### src/rtl/stage_memory_pkg.sv
// stage_memory_pkg: shared definitions for the pipeline memory stage.
//   state_t         - FSM encoding (IDLE / REQ / DONE)
//   REG_NONE        - destination register meaning "no writeback" (bubble)
//   WORD_ALIGN_MASK - clears the byte-offset bits of an address
package stage_memory_pkg;

    typedef enum logic [1:0] {
        IDLE = 2'd0,
        REQ  = 2'd1,
        DONE = 2'd2
    } state_t;

    localparam logic [3:0]  REG_NONE        = 4'h0;
    localparam logic [31:0] WORD_ALIGN_MASK = 32'hFFFF_FFFC;

endpackage

### src/rtl/stage_memory_timer.sv
// mem_bus_timer: counts cycles an access has been outstanding.
//   clk, rst_n : clock, synchronous active-low reset
//   clear      : force count to 0 (takes priority over enable)
//   enable     : increment count this cycle
//   expired    : count has reached TIMEOUT-1 (last cycle allowed without ack)
module mem_bus_timer #(
    parameter int TIMEOUT = 255
) (
    input  logic clk,
    input  logic rst_n,
    input  logic clear,
    input  logic enable,
    output logic expired
);
    localparam int CW = $clog2(TIMEOUT + 1);

    logic [CW-1:0] count;

    always_ff @(posedge clk) begin
        if (!rst_n)      count <= '0;
        else if (clear)  count <= '0;
        else if (enable) count <= count + 1'b1;
    end

    assign expired = (count == CW'(TIMEOUT - 1));

endmodule

### src/rtl/stage_memory.sv
// stage_memory: pipeline memory stage between execute and writeback.
//   Non-memory results pass to writeback with one cycle of latency and are
//   forwarded combinationally. Aligned loads/stores are issued on a registered
//   req/ack bus; upstream is stalled until the access completes (ack or
//   timeout). Misaligned accesses and timeouts set a sticky fault.
// Ports:
//   clk, rst_n                      clock, synchronous active-low reset
//   stall_in / stall                writeback back-pressure / hold execute
//   in_addr, in_val                 execute result (in_addr 0 = bubble)
//   is_mem, mem_addr, mem_val,
//   mem_write                       execute memory request
//   bus_req, bus_we, bus_addr,
//   bus_wdata, bus_ack, bus_rdata   word-wide data bus
//   fwd_valid, fwd_addr, fwd_val    forwarding path
//   out_addr, out_val               registered writeback result
//   fault                           sticky misalign / timeout flag
module stage_memory
    import stage_memory_pkg::*;
#(
    parameter int TIMEOUT = 255
) (
    input  logic        clk,
    input  logic        rst_n,
    input  logic        stall_in,
    output logic        stall,
    input  logic [3:0]  in_addr,
    input  logic [31:0] in_val,
    input  logic        is_mem,
    input  logic [31:0] mem_addr,
    input  logic [31:0] mem_val,
    input  logic        mem_write,
    output logic        bus_req,
    output logic        bus_we,
    output logic [31:0] bus_addr,
    output logic [31:0] bus_wdata,
    input  logic        bus_ack,
    input  logic [31:0] bus_rdata,
    output logic        fwd_valid,
    output logic [3:0]  fwd_addr,
    output logic [31:0] fwd_val,
    output logic [3:0]  out_addr,
    output logic [31:0] out_val,
    output logic        fault
);
    state_t      state;
    logic [3:0]  dest;      // REG_NONE for stores, so they retire as bubbles
    logic [31:0] held_val;  // result parked while writeback is stalled

    logic aligned, expired, ack_hit, timed_out, complete;
    logic [31:0] result;

    assign aligned   = (mem_addr & ~WORD_ALIGN_MASK) == 32'd0;
    assign ack_hit   = (state == REQ) && bus_ack;
    // An ack on the final allowed cycle still counts as a normal completion.
    assign timed_out = (state == REQ) && !bus_ack && expired;
    assign complete  = ack_hit || timed_out;
    assign result    = ack_hit ? bus_rdata : 32'd0;

    mem_bus_timer #(.TIMEOUT(TIMEOUT)) u_timer (
        .clk     (clk),
        .rst_n   (rst_n),
        .clear   (state != REQ),
        .enable  (state == REQ),
        .expired (expired)
    );

    // Release execute on the completing cycle so it advances at the same edge
    // the result moves to writeback.
    always_comb begin
        stall = stall_in;
        case (state)
            IDLE:    if (is_mem && aligned) stall = 1'b1;
            REQ:     if (!(complete && !stall_in)) stall = 1'b1;
            default: stall = stall_in;
        endcase
    end

    always_comb begin
        fwd_valid = 1'b0;
        fwd_addr  = REG_NONE;
        fwd_val   = 32'd0;
        if (state == IDLE && !is_mem) begin
            fwd_valid = (in_addr != REG_NONE);
            fwd_addr  = in_addr;
            fwd_val   = in_val;
        end else if (ack_hit) begin
            // dest is non-zero only for loads
            fwd_valid = (dest != REG_NONE);
            fwd_addr  = dest;
            fwd_val   = bus_rdata;
        end
    end

    always_ff @(posedge clk) begin
        if (!rst_n) begin
            state     <= IDLE;
            bus_req   <= 1'b0;
            bus_we    <= 1'b0;
            bus_addr  <= 32'd0;
            bus_wdata <= 32'd0;
            out_addr  <= REG_NONE;
            out_val   <= 32'd0;
            fault     <= 1'b0;
            dest      <= REG_NONE;
            held_val  <= 32'd0;
        end else begin
            case (state)
                IDLE: begin
                    if (!is_mem) begin
                        if (!stall_in) begin
                            out_addr <= in_addr;
                            out_val  <= in_val;
                        end
                    end else if (!aligned) begin
                        fault <= 1'b1;
                        if (!stall_in) out_addr <= REG_NONE;
                    end else begin
                        dest      <= mem_write ? REG_NONE : in_addr;
                        bus_req   <= 1'b1;
                        bus_we    <= mem_write;
                        bus_addr  <= mem_addr & WORD_ALIGN_MASK;
                        bus_wdata <= mem_val;
                        state     <= REQ;
                        if (!stall_in) out_addr <= REG_NONE;
                    end
                end
                REQ: begin
                    if (complete) begin
                        bus_req <= 1'b0;
                        if (timed_out) fault <= 1'b1;
                        if (!stall_in) begin
                            out_addr <= dest;
                            out_val  <= result;
                            state    <= IDLE;
                        end else begin
                            held_val <= result;
                            state    <= DONE;
                        end
                    end else if (!stall_in) begin
                        out_addr <= REG_NONE;
                    end
                end
                DONE: begin
                    if (!stall_in) begin
                        out_addr <= dest;
                        out_val  <= held_val;
                        state    <= IDLE;
                    end
                end
                default: state <= IDLE;
            endcase
        end
    end

endmodule

### config.mk
export PLATFORM = sky130hd
export DESIGN_NAME = stage_memory
export DESIGN_NICKNAME = d
export VERILOG_FILES = /design/src/rtl/stage_memory_pkg.sv /design/src/rtl/stage_memory_timer.sv /design/src/rtl/stage_memory.sv
export SDC_FILE = /design/constraint.sdc
export NUM_CORES = 1
export LEC_CHECK = 0
export CORE_MARGIN = 2
export CORE_UTILIZATION = 30
export CTS_CLUSTER_SIZE = 14
export DETAILED_ROUTE_END_ITERATION = 10
export DONT_BUFFER_PORTS = 1
export GPL_TIMING_DRIVEN = 0
export SLEW_MARGIN = 20
export SYNTH_ARGS = -nofsm -noshare
export SYNTH_HDL_FRONTEND = slang
export SYNTH_SLANG_ARGS = --single-unit
### constraint.sdc
create_clock -name clk -period 2.01 [get_ports clk]
set_clock_uncertainty 0.15 [all_clocks]
set_input_delay 0.402 -clock clk [delete_from_list [all_inputs] [get_ports clk]]
set_output_delay 0.402 -clock clk [all_outputs]
set_load 0.02 [all_outputs]
==> reports/metrics.cfg <==
[place]
place_congestion = 0.8618
dp_slack_ns = -0.6708
io_buffers = 0
dp_hpwl_um = 16970
place_inst = 1143

[timing]
finalWorstSetupSlack_ns = -0.3613
hold_viol_final = 0
fmax_ghz = 0.4217
period_minus_slack_ns = 2.371
rsz0062_at_grt = yes
period_share_pct = 118.0
tightest_slew_ns = 0.6214
setup_viol = 39
relSlewSlack_pct = 58.57
drv_slew = 0

[worst_setup_path]
crit_cells = 6
reg2reg_to = out_val[14]
timing.reg2reg.setup_slack_ns = 0
crit_arrival_ns = 1.82
end_kind = output port
required_ns = 1.46
slowest_stage = dfxtp_4
startpoint = state[0]
crit_type = flop to output port
crit_buf_inv = 3
critPathLaunchType = flop
worstPathMaxFanout = 10
critical_path.top_delay_family = buffers and inverters
r2r_cells = 10
crit_chain = inv_4, ha_4, buf_4, nor2b_4, buf_12, o21ai_4
critPathCapture = fwd_val[21]
critPathMaxStageDelay_ns = 0.37
rr_startpoint = state[0]

[logic_synthesis]
synth-seq-area-share_pct = 44.51
synth-async-reset-ratio_pct = 0
synthFlopType = dfxtp_1
synth_area_mm2 = 0.006611
yosys_warnings = 0
syn_area_per_cell_um2 = 7.670
synth_cell_types = 41
synth_seq_cells = 147
postSynthCellCount = 862
synth_edf_count = 0

[detailed_routing]
wirelength_um = 25330
viasPerCell = 5.427
drtIter0Drc = 546
drc = 0
drtPass1Iterations = 4
drtAntennaViolNets = 0
wl_per_cell_um = 19.65
num_vias = 6995

[die]
die_y_um = 152.5
ios = 279
die-area_mm2 = 0.02324
rows = 54
fp.dieW_um = 152.5
initial_core_util_pct = 30.39
coreArea_mm2 = 0.02176

[clocking]
cts_buffer_depth = 2
clk_latency_ns = 0.42
cts.htree.levels = 4
clock_sinks = 147
cts_buffers = 17
cts_root_buffer = clkbuf_16
cts_tree = built
path_clk_slew_ns = 0.06

[job]
maxCapViolCount = 0

[grt]
grt_max_degree = 17
gr-usage-all-layers_pct = 21.32
grt-ovfl-total = 0
antenna_found_initial = 0
grt_pass1_wl_um = 39300
first_global_vias = 6962

[pwr]
power.leakage_nw = 3.428
vdd_drop_max_mv = 0.4911
p_per_area_mw_per_mm2 = 1198

[run_status]
outcome = complete, but fails checks
failed_checks = setup timing

[finish]
fill_cells = 2097
diodes = 0
drive_gt1_share_pct = 19.13
final_nets = 1141
fin_cells = 1289
area_growth_pct = 45.69

[worst_hold_path]
hold_path.class = primary input to flop

kinds of logic (layout without fill, tap and decap cells):
family / count (synthesis) / in the layout / share of synthesized area [%]
AND/OR/NAND/NOR: 375 / 376 / 24.56
other: 1 / 2 / 0.05672
adder cells (fa/ha/maj): 6 / 6 / 1.135
multiplexers: 9 / 9 / 1.363
buffers and inverters: 85 / 230 / 6.378
AO/OA/AOI/OAI: 233 / 233 / 21.20
flip-flops: 147 / 147 / 44.51
XOR/XNOR: 6 / 6 / 0.7948
area by class of cell:
cell class              count  area, µm²  area share [%]
plain buffers              75      585.6           6.080
clock buffers              18      429.2           4.456
clock inverters            13      123.9           1.286
inverters                   6      27.53          0.2858
multi-input cells         632       3938           40.88
flip-flops and latches    147       2948           30.61
well taps                 280      350.3           3.637
repair buffers            118       1230           12.77
stage by stage:
| step | power [mW] | hold WS [ns] | setup TNS (ns) | utilization [%] | area, µm² |
|---|---|---|---|---|---|
| floorplan | 6.161 | 0.2921 | -3.061 | - | 6673 |
| global placement | 6.992 | 0.3070 | -27.62 | 32.28 | 7023 |
| detailed placement | 7.014 | 0.3040 | -27.81 | 32.28 | 7023 |
| CTS | 11.23 | 0.0008607 | -11.87 | 43.04 | 9364 |
| global route | 12.10 | 0.01653 | -16.53 | 44.27 | 9632 |
| finish | 11.54 | 0.02548 | -12.13 | 44.27 | 9632 |
power breakdown:
part	internal [mW]	leakage, nW	switching (mW)
logic	1.82	1.97	2.59
clock network	1.72	0.264	1.38
registers	3.32	1.20	0.718
repair_timing:
item	in CTS	in global routing
buffers inserted	13	6
endpoints found under the setup margin	94	103
hold buffers	97	0
pin swaps	23	23
cloned	2	2
hold endpoints to repair	96	0
resized for setup	154	44
metal layers:
metal	global-route usage [%]	wire length [µm]	up-vias
met3	5.546	1855	78
met1	26.26	10360	3337
li1	-	-	3269
met2	34.62	12040	311
met5	0	0	-
met4	10.63	1069	0
cell usage in the layout (no fill, tap or decap), types with 4 or more instances in the layout:
cell type / synthesis / layout
clkbuf_1: 30 / 19
inv_6: 0 / 5
buf_4: 5 / 17
nand2_1: 234 / 230
mux2i_1: 9 / 9
dfxtp_1: 147 / 145
nand4_1: 32 / 32
a31oi_1: 33 / 33
buf_2: 31 / 20
nand3b_1: 4 / 4
o21ai_2: 0 / 11
a21oi_1: 74 / 74
and2_1: 4 / 4
o21ai_1: 36 / 31
nand3_2: 0 / 9
buf_8: 0 / 8
clkbuf_2: 0 / 4
o21ai_0: 42 / 8
buf_6: 6 / 9
a22o_1: 36 / 32
buf_12: 0 / 6
xor2_1: 5 / 5
dlygate4sd3_1: 0 / 97
clkbuf_4: 0 / 5
nand3_1: 38 / 19
o21a_1: 4 / 4
nor2_1: 50 / 47
o21ai_4: 1 / 29
nand3_4: 0 / 10
a22o_4: 0 / 4
clkbuf_16: 0 / 21
registers in the layout, summed over array words and instances (netlist names), 2 cells and up:
signal         count
out_val           32
held_val          32
u_timer.count      8
bus_addr          30
bus_wdata         32
state              2
out_addr           4
dest               4
synth_stat cells (7+ instances only):
cell type,instances,area (µm²)
o21ai_1,36,180.2
mux2i_1,9,90.09
nand4_1,32,200.2
a31oi_1,33,206.5
o21ai_0,42,210.2
buf_1,7,26.28
nand2_1,234,878.3
nor2_1,50,187.7
dfxtp_1,147,2943
a21oi_1,74,370.4
buf_2,31,155.2
nand3_1,38,190.2
clkbuf_1,30,112.6
a22o_1,36,315.3
worst min-delay path by stage:
| stage | from | end | slack (ns) | depth (start not counted) |
|---|---|---|---|---|
| floorplan | held_val[10] | held_val[10] | 0.29 | 1 |
| detailed placement | held_val[16] | held_val[16] | 0.30 | 1 |
| CTS | mem_write | dest[0] | 0.0009 | 2 |
| finish | mem_write | dest[0] | 0.03 | 2 |
| global placement | held_val[29] | held_val[29] | 0.31 | 1 |
| global route | mem_write | dest[0] | 0.02 | 2 |
Note: power is estimated with default switching activity, not from simulation.
